### src/rtl/agc_gain_ctrl_pkg.sv
// Shared reset level, FSM/decision encodings, default loop window and the saturating gain step.
package agc_gain_ctrl_pkg;

   localparam logic RST_VAL = 1'b0;
   localparam int unsigned DEF_TARGET = 1024;
   localparam int unsigned DEF_HYST = 64;

   typedef enum logic [1:0] {
      ST_ACCUM   = 2'd0,
      ST_COMPARE = 2'd1,
      ST_UPDATE  = 2'd2
   } agc_state_e;

   typedef enum logic [1:0] {
      DEC_HOLD = 2'd0,
      DEC_UP   = 2'd1,
      DEC_DOWN = 2'd2
   } agc_dec_e;

   // Done in 9 bits so a step past 0 or 255 clamps instead of wrapping.
   function automatic logic [8:0] step_gain9(input logic [7:0] gain, input agc_dec_e dec,
                                             input logic [8:0] step, input logic [8:0] gmin,
                                             input logic [8:0] gmax);
      logic [8:0] g9;
      logic [8:0] sum;
      logic [8:0] res;
      g9  = {1'b0, gain};
      sum = g9 + step;
      res = g9;
      unique case (dec)
         DEC_UP:   res = (sum > gmax) ? gmax : sum;
         DEC_DOWN: res = (g9 < gmin + step) ? gmin : g9 - step;
         default:  res = g9;
      endcase
      return res;
   endfunction

endpackage

### src/rtl/agc_power_avg.sv
// Block accumulator: sums 2^LOG2_N accepted power samples; done_o flags the edge taking the last one.
// avg_o is the running sum >> LOG2_N (valid as a mean once the block is complete); clr_i wins over valid_i.
module agc_power_avg
   import agc_gain_ctrl_pkg::*;
#(
   parameter int unsigned LOG2_N = 4
) (
   input  logic        clk,
   input  logic        rst,
   input  logic [15:0] power_i,
   input  logic        valid_i,
   input  logic        clr_i,
   output logic        done_o,
   output logic [15:0] avg_o
);

   localparam int unsigned AW = 16 + LOG2_N;

   logic [AW-1:0]     acc_q, acc_d;
   logic [LOG2_N-1:0] cnt_q, cnt_d;

   always_comb begin
      acc_d = acc_q;
      cnt_d = cnt_q;
      if (clr_i) begin
         acc_d = '0;
         cnt_d = '0;
      end else if (valid_i) begin
         acc_d = acc_q + AW'(power_i);
         cnt_d = cnt_q + LOG2_N'(1);
      end
   end

   always_ff @(posedge clk) begin
      if (rst == RST_VAL) begin
         acc_q <= '0;
         cnt_q <= '0;
      end else begin
         acc_q <= acc_d;
         cnt_q <= cnt_d;
      end
   end

   assign done_o = valid_i && !clr_i && (cnt_q == '1);
   assign avg_o  = acc_q[AW-1:LOG2_N];

endmodule

### src/rtl/agc_gain_ctrl.sv
// AGC loop stage: averages 2^LOG2_N power samples, steps the gain word; gain_o/gain_valid_o 2 edges after last sample.
// Samples offered while ready_o=0 (COMPARE/UPDATE) are dropped. Lock detector built only with AGC_LOCK_DET_EN.
module agc_gain_ctrl
   import agc_gain_ctrl_pkg::*;
#(
   parameter int unsigned LOG2_N    = 4,
   parameter int unsigned TARGET    = DEF_TARGET,
   parameter int unsigned HYST      = DEF_HYST,
   parameter int unsigned GAIN_INIT = 64,
   parameter int unsigned GAIN_STEP = 1,
   parameter int unsigned GAIN_MIN  = 0,
   parameter int unsigned GAIN_MAX  = 255,
   parameter int unsigned LOCK_CNT  = 4
) (
   input  logic        clk,
   input  logic        rst,
   input  logic [15:0] power_i,
   input  logic        valid_i,
   output logic        ready_o,
   output logic [15:0] avg_o,
   output logic [7:0]  gain_o,
   output logic        gain_valid_o
`ifdef AGC_LOCK_DET_EN
   ,
   output logic        lock_o
`endif
);

   localparam logic [16:0] HI_TH      = 17'(TARGET + HYST);
   localparam logic [16:0] LO_TH      = 17'(TARGET - HYST);
   localparam logic [8:0]  STEP9      = 9'(GAIN_STEP);
   localparam logic [8:0]  MIN9       = 9'(GAIN_MIN);
   localparam logic [8:0]  MAX9       = 9'(GAIN_MAX);
   localparam logic [7:0]  GAIN_INIT8 = 8'(GAIN_INIT);

   agc_state_e  state_q, state_d;
   logic        ready_q, ready_d;
   logic [15:0] avg_q, avg_d;
   logic [7:0]  gain_q, gain_d;
   logic        gain_vld_q, gain_vld_d;

   logic        blk_done;
   logic [15:0] blk_avg;
   agc_dec_e    dec;
   logic [8:0]  gain9;
   logic        gain9_msb_unused;

   agc_power_avg #(.LOG2_N(LOG2_N)) u_power_avg (
      .clk     (clk),
      .rst     (rst),
      .power_i (power_i),
      .valid_i (valid_i && ready_q),
      .clr_i   (state_q == ST_UPDATE),
      .done_o  (blk_done),
      .avg_o   (blk_avg)
   );

   // Window bounds are inclusive: only strictly outside TARGET+-HYST steps the gain.
   always_comb begin
      dec = DEC_HOLD;
      if ({1'b0, avg_q} > HI_TH)
         dec = DEC_DOWN;
      else if ({1'b0, avg_q} < LO_TH)
         dec = DEC_UP;
   end

   assign gain9            = step_gain9(gain_q, dec, STEP9, MIN9, MAX9);
   assign gain9_msb_unused = gain9[8];

`ifdef AGC_LOCK_DET_EN
   localparam int unsigned LCW = $clog2(LOCK_CNT + 1);
   logic [LCW-1:0] lock_cnt_q, lock_cnt_d;
   logic           lock_q, lock_d;
`endif

   always_comb begin
      state_d    = state_q;
      ready_d    = ready_q;
      avg_d      = avg_q;
      gain_d     = gain_q;
      gain_vld_d = 1'b0;
`ifdef AGC_LOCK_DET_EN
      lock_cnt_d = lock_cnt_q;
      lock_d     = lock_q;
`endif
      unique case (state_q)
         ST_ACCUM: begin
            if (blk_done) begin
               state_d = ST_COMPARE;
               ready_d = 1'b0;
            end
         end
         ST_COMPARE: begin
            avg_d   = blk_avg;
            state_d = ST_UPDATE;
         end
         ST_UPDATE: begin
            gain_d     = gain9[7:0];
            gain_vld_d = 1'b1;
            state_d    = ST_ACCUM;
            ready_d    = 1'b1;
`ifdef AGC_LOCK_DET_EN
            // A clamped step is still an out-of-window decision and clears the count.
            if (dec != DEC_HOLD)
               lock_cnt_d = '0;
            else if (lock_cnt_q != LCW'(LOCK_CNT))
               lock_cnt_d = lock_cnt_q + LCW'(1);
            lock_d = (lock_cnt_d == LCW'(LOCK_CNT));
`endif
         end
         default: begin
            state_d = ST_ACCUM;
            ready_d = 1'b1;
         end
      endcase
   end

   always_ff @(posedge clk) begin
      if (rst == RST_VAL) begin
         state_q    <= ST_ACCUM;
         ready_q    <= 1'b1;
         avg_q      <= '0;
         gain_q     <= GAIN_INIT8;
         gain_vld_q <= 1'b0;
`ifdef AGC_LOCK_DET_EN
         lock_cnt_q <= '0;
         lock_q     <= 1'b0;
`endif
      end else begin
         state_q    <= state_d;
         ready_q    <= ready_d;
         avg_q      <= avg_d;
         gain_q     <= gain_d;
         gain_vld_q <= gain_vld_d;
`ifdef AGC_LOCK_DET_EN
         lock_cnt_q <= lock_cnt_d;
         lock_q     <= lock_d;
`endif
      end
   end

   assign ready_o      = ready_q;
   assign avg_o        = avg_q;
   assign gain_o       = gain_q;
   assign gain_valid_o = gain_vld_q;
`ifdef AGC_LOCK_DET_EN
   assign lock_o       = lock_q;
`endif

endmodule

### config.mk
export PLATFORM = sky130hd
export DESIGN_NAME = agc_gain_ctrl
export DESIGN_NICKNAME = d
export VERILOG_FILES = /design/src/rtl/agc_gain_ctrl_pkg.sv /design/src/rtl/agc_power_avg.sv /design/src/rtl/agc_gain_ctrl.sv
export SDC_FILE = /design/constraint.sdc
export NUM_CORES = 1
export LEC_CHECK = 0
export ABC_AREA = 1
export CAP_MARGIN = 15
export CORE_MARGIN = 1
export CORE_UTILIZATION = 50
export CTS_CLUSTER_SIZE = 8
export DETAILED_ROUTE_END_ITERATION = 6
export GPL_TIMING_DRIVEN = 1
export PLACE_DENSITY = 0.81
export SETUP_SLACK_MARGIN = 0.1
export SLEW_MARGIN = 10
export SYNTH_ARGS = -nofsm -noshare
export SYNTH_HDL_FRONTEND = slang
export SYNTH_SLANG_ARGS = --single-unit
### constraint.sdc
create_clock -name clk -period 2 [get_ports clk]
set_input_delay 0.6 -clock clk [delete_from_list [all_inputs] [get_ports clk]]
set_output_delay 0.6 -clock clk [all_outputs]
set_load 0.02 [all_outputs]
======== Word-level counts from Yosys, hierarchy flattened ========
Index checks and enable logic that the tools add are counted.
storage, ports and cells
  flip-flop bits (word level) ............. 52
  latch bits .............................. 0
  bits in writable memories ............... 0
  bits in read-only memories .............. 0
  input bits .............................. 19
  logic and storage cells ................. 42
  memories ................................ 0
cells by class
  add/subtract/negate cells ............... 4
  multiply operators ...................... 0
  div/mod/pow operators ................... 0
  order comparisons ....................... 4
  equality and inequality tests ........... 6
  shift-type cells ........................ 0
  muxes and demuxes ....................... 10
  bitwise logic cells ..................... 2
  reductions and logical operators ........ 9
operator list
  kind                    number
  $add A20 B16 Y20        1
  $gt A16 B11 Y1 const B  1
  $lt A16 B10 Y1 const B  1
  $mux W8                 2
  $pmux W8 S2             1
  $add A8 B1 Y9 const B   1
  $gt A9 B8 Y1 const B    1
  $lt A8 B1 Y1 const B    1
  $sub A8 B1 Y8 const B   1
  $add A4 B1 Y4 const B   1
  $eq A2 B1 Y1 const B    2
  $eq A2 B2 Y1 const B    2
  $eq A4 B4 Y1 const B    1
  $mux W2                 2
  $pmux W2 S2             1
  $reduce_and A2 Y1       2
  $logic_and A1 B1 Y1     3
  $mux W1                 3
  $logic_not A2 Y1        1
  $ne A2 B2 Y1 const B    1
  $not A1 Y1              2
  $pmux W1 S2             1
  $reduce_bool A2 Y1      1
  $reduce_or A2 Y1        1
  $logic_not A1 Y1        1

======== Logic depth before layout (Yosys ltp) ========
Gate-level depths: netlist of the first run.
  depth in word-level cells ............... 6
  mapped depth ............................ 12

======== Hierarchy ========
Synthesis of the first run repeated with hierarchy kept, for this count alone.
second synthesis, totals
  cell total of the unflattened synthesis .. 612
  area total of the unflattened synthesis .. 3821.2 µm²
by module, submodules not included
  module         times used  cells each  area an instance (µm²)  seq. area each (µm²)
  agc_power_avg  1           365         2235.9                  480.5
  agc_gain_ctrl  1           247         1585.3                  560.5

======== Worst setup path after synthesis of the first run ========
OpenSTA, ideal clock, no wires.
  path type ............................... in2reg
  start point ............................. input port power_i[0]
  end point ............................... register u_power_avg.acc_q[14]
  setup time .............................. 0.109 ns
  data arrival time ....................... 1.938 ns
  slack ................................... -0.047 ns
  stages on the path ...................... 11
  path through ............................ ha_1 > fa_1 > nand3_1 > nand2_1 > a21boi_1 > or2_1 > nand2_1 > nand2_1 > nand3_1 > nand2_1 > inv_1
on the way
  longest elaborated chain between the ends .. 1
RTL lines
  item                  RTL line             source
  start, declared       agc_gain_ctrl.sv:17  input logic [15:0] power_i,
  $add A20 B16 Y20      agc_power_avg.sv:29  acc_d = acc_q + AW'(power_i);
  end signal, assigned  agc_power_avg.sv:36  acc_q <= '0;
  end signal, assigned  agc_power_avg.sv:39  acc_q <= acc_d;
  end, declared         agc_power_avg.sv:19  logic [AW-1:0] acc_q, acc_d;
Every way passes these cells.
A chain may end at the register's enable or synchronous reset.

======== Worst setup path after layout of the first run ========
  start point ............................. register avg_q[11], in the netlist avg_o[11]
  end point ............................... output port avg_o[11]
RTL lines
  item                    RTL line              source
  start, declared         agc_gain_ctrl.sv:38   logic [15:0] avg_q, avg_d;
  start signal, assigned  agc_gain_ctrl.sv:132  avg_q <= avg_d;
  end, declared           agc_gain_ctrl.sv:20   output logic [15:0] avg_o,
No word-level cell between the ends.

==> reports/results.md, run 1 <==
| Result | This run | Unit |
| --- | --- | --- |
| Count of nets after finishing | 656 | - |
| Max-cap check violation count | 0 | - |
| Number of max-slew violations in the final report | 0 | - |
| Antenna cells | 0 | - |
| Synth Area in Compound Gates | 0.158 | - |
| Post-synth cell types | 39 | - |
| Part of the total power dissipated in the clock network | 0.250 | - |
| H-Tree Depth | 2 | - |
| Synth-to-Final Area Change | 35.2 | % |
| Worst-path fanout max | 2 | - |
| Post-DR vias/cell | 5.49 | - |
| Filler Cell Count | 510 | - |
| Synthesized-area fraction occupied by xor and xnor cells | 0.0178 | - |
| Count of endpoints failing hold in the final timing report | 0 | - |
| Largest net degree at the start of global routing | 27 | - |
| Areal power density over the cells | 550 | nW/um^2 |
| Setup crit start kind | flip-flop | - |
| Internal portion of total power | 1750 | uW |
| Kind of end point of the critical path | output port | - |
| Count of pins on the block boundary | 45 | - |
| Post-synthesis mux area share | 0 | - |
| Post-synth EDFFs | 0 | - |
| Slowest cell delay on critical path | 0.60 | ns |
| Placeable core region | 6490 | um^2 |
| Data required time at the worst endpoint | 1.40 | ns |
| Multi-input combinational cell area | 2440 | um^2 |
| Cell Area, Synth | 3450 | um^2 |
| Vias in the first global route | 3606 | - |
| HP Class | reg -> reg | - |
| Input/output buffers | 44 | - |
| Portion of synthesized cell area occupied by the leading cell type | 0.302 | - |
| Total nets after synthesis | 574 | - |
| Warnings from Yosys | 0 | - |
| Final routed DRC violation total | 0 | - |
| Final weighted congestion in routability-driven placement | 0.904 | - |
| Post-Synthesis Mean Instance Area | 6.46 | um^2 |
| Setup TNS after final layout | 0 | ns |
| Initial DRC Count | 338 | - |
| Flops & latches, synth | 52 | - |
| Global-route usage over all layers | 0.279 | - |
| DR vias | 3810 | - |
| Number of buffers and inverters on the critical path | 1 | - |
| Setup repair after global routing missed its margin | no | - |
| Cell type with the highest aggregate area in the netlist | dfxtp_1 | - |
| Final period util | 0.930 | - |
| Run status | finished clean | - |
| Instance count of the mapped netlist | 534 | - |
| Highest Clock Rate | 538 | MHz |
| TritonCTS clock tree | built | - |
| DIE WIDTH | 85.1 | um |
| Clock Tree Buf Depth | 2 | - |
| Layout cell share with drive strength beyond 1 | 0.204 | - |
| Sum of net half-perimeters after detailed placement | 7.07 | mm |
| Register area share after synthesis | 0.302 | - |
| Fraction of the mapped netlist area in simple logic gates | 0.357 | - |
| Insertion delay to the later sink of the worst-skew pair | 0.31 | ns |
| Adder and majority gate portion of the synthesized area | 0.0783 | - |
| Top Family by Delay on Critical Path | buffers and inverters | - |
| Arrival time of data at the critical path endpoint | 1.26 | ns |
| Placement row count | 29 | - |
| Number of nets still failing antenna checks after routing | 0 | - |
| Leading post-synthesis cells by cell area | dfxtp_1 30%, nand2_1 12%, nor2_1 8.8% | - |
| Global-route wire length before repair | 16.5 | mm |
| Actual transition at the worst max-transition pin | 0.583 | ns |
| Final number of setup-violating endpoints | 0 | - |
| Most common cell in the netlist | nand2_1 | - |
| Die Y-Extent | 85.1 | um |
| Combinational family with the most area after synthesis | simple AND/OR/NAND/NOR gates | - |
| Root Buffer Master | clkbuf_8 | - |
| Starting Density | 0.531 | - |
| Final setup skew | 0.00244 | ns |
| Slowest library cell on the worst path | clkdlybuf4s50_1 | - |
| Leakage power | 0.00234 | uW |
| Clock tree sinks | 52 | - |
| Reg power frac | 0.440 | - |
| Layout Utilization | 0.718 | - |
| Path type of the worst setup path | reg -> out | - |
| Wire length reported by the detailed router | 9.82 | mm |
| Slew headroom | 0.611 | - |
| Final min period | 1.86 | ns |
| Wire length per cell after detailed routing | 14.2 | um |
| Most used flip-flop cell after synthesis | dfxtp_1 | - |
| Fraction of registers with async set/reset | 0 | - |
| Worst ir drop on vdd | 0.477 | mV |
| TritonCTS Buffers | 5 | - |
| Number of antenna violations at the first check in global routing | 0 | - |
| Sw Pwr | 822 | uW |
| # hold bufs at CTS | 0 | - |
| Total grt overflow | 0 | - |
| Number of search-and-repair iterations in the first detailed-routing pass | 5 | - |
| DIE AREA | 7240 | um^2 |
| Sequence of cells on the critical path | clkdlybuf4s50_1 | - |
| Switching fraction of total power | 0.320 | - |
| Register clock-pin slew on the reported worst setup and hold paths | 0.10 | ns |
| Power share of the combinational group | 0.310 | - |
| Most used standard cells in the synthesized netlist | 112 x nand2_1, 81 x nor2_1, 59 x inv_1 | - |
| FF+latch area | 1040 | um^2 |
worst paths after layout:
path,endpoint,depth (start not counted),from,slack (ns)
min,u_power_avg.cnt_q[2]$_SDFFE_PP0P_,2,u_power_avg.cnt_q[2]$_SDFFE_PP0P_,0.48
max,avg_o[11],1,avg_o[11]$_SDFFE_PN0N_,0.14
min reg2reg,u_power_avg.cnt_q[2]$_SDFFE_PP0P_,2,u_power_avg.cnt_q[2]$_SDFFE_PP0P_,0.48
max reg2reg,gain_o[2]$_SDFFE_PN0P_,11,gain_o[1]$_SDFFE_PN0P_,0.25
flip-flops by register name (all words and copies together) (netlist names):
signal	count
u_power_avg.acc_q	20
avg_o	16
gain_o	8
u_power_avg.cnt_q	4
state_q	2
gain_valid_o	1
ready_o	1
metrics by stage:
| step | hold slack, ns | instances | cell area (um^2) | power, uW | setup WS, ns |
|---|---|---|---|---|---|
| 3_3_place_gp | 0.447 | 682 | 4260 | 1760 | -0.414 |
| 2_1_floorplan | 0.439 | 534 | 3480 | 1500 | 0.0581 |
| 6_report | 0.483 | 694 | 4670 | 2570 | 0.140 |
| 4_1_cts | 0.487 | 692 | 4590 | 2520 | 0.101 |
| 3_5_place_dp | 0.471 | 682 | 4260 | 1780 | -0.523 |
| 5_1_grt | 0.505 | 694 | 4670 | 2700 | 0.0928 |
cells in the final DEF, fill, tap and decap left out, types with 5 or more instances in the layout:
| cell | count |
|---|---|
| inv_1 | 58 |
| inv_2 | 5 |
| dfxtp_1 | 51 |
| nor2_1 | 78 |
| nor2_2 | 6 |
| ha_1 | 5 |
| a21oi_2 | 13 |
| o21ai_1 | 5 |
| clkdlybuf4s50_1 | 6 |
| clkbuf_8 | 6 |
| o21ai_0 | 39 |
| ha_4 | 15 |
| nand2_1 | 105 |
| nand4_1 | 5 |
| dlymetal6s2s_1 | 7 |
| a21oi_1 | 26 |
| nand3_1 | 43 |
| dlygate4sd2_1 | 29 |
| nand3_2 | 9 |
| nand2_2 | 13 |
| buf_4 | 42 |
cell type report:
type                       instances  area share
tap                               77      0.0206
timing repair buffer              87       0.161
multi-input combinational        406       0.522
clock inverter                     2     0.00322
sequential                        52       0.223
clock buffer                       6      0.0177
inverter                          64      0.0515
layer usage:
metal | vias up | share of wire | GRT usage
met2 | 126 | 0.48 | 0.482
met1 | 1762 | 0.46 | 0.367
met5 | - | 0 | 0
met3 | 18 | 0.044 | 0.0370
li1 | 1904 | - | -
met4 | 0 | 0.015 | 0.0740
power groups by stage:
stage / Clock [uW] / Combinational (uW) / Sequential, uW
finish: 642 / 796 / 1130
CTS: 649 / 742 / 1130
floorplan: 0 / 381 / 1120
detailed placement: 0 / 639 / 1140
global route: 696 / 868 / 1140
global placement: 0 / 621 / 1140
timing repair:
item                       CTS  global route
setup endpoints to repair   33            26
gates cloned                 0             0
resized for setup           67            23
setup buffers                2             2
pin swaps                   23            13
kinds of logic after synthesis:
logic type	count (synthesis)
AO/OA/AOI/OAI	100
XOR/XNOR	7
adder cells (fa/ha/maj)	21
flip-flops	52
buffers and inverters	76
AND/OR/NAND/NOR	278
Power figures use the tool's default switching activity.
==> run 2, diff against run 1 <==
--- a/config.mk
+++ b/config.mk
@@ -6,7 +6,7 @@
 export NUM_CORES = 1
 export LEC_CHECK = 0
 export ABC_AREA = 1
-export CAP_MARGIN = 15
+export CAP_MARGIN = 20
 export CORE_MARGIN = 1
 export CORE_UTILIZATION = 50
 export CTS_CLUSTER_SIZE = 8
@@ -14,7 +14,6 @@
 export GPL_TIMING_DRIVEN = 1
 export PLACE_DENSITY = 0.81
 export SETUP_SLACK_MARGIN = 0.1
-export SLEW_MARGIN = 10
 export SYNTH_ARGS = -nofsm -noshare
 export SYNTH_HDL_FRONTEND = slang
 export SYNTH_SLANG_ARGS = --single-unit
==> results of run 2 <==
No change in the layout: final DEF, timing and power equal those of run 1.
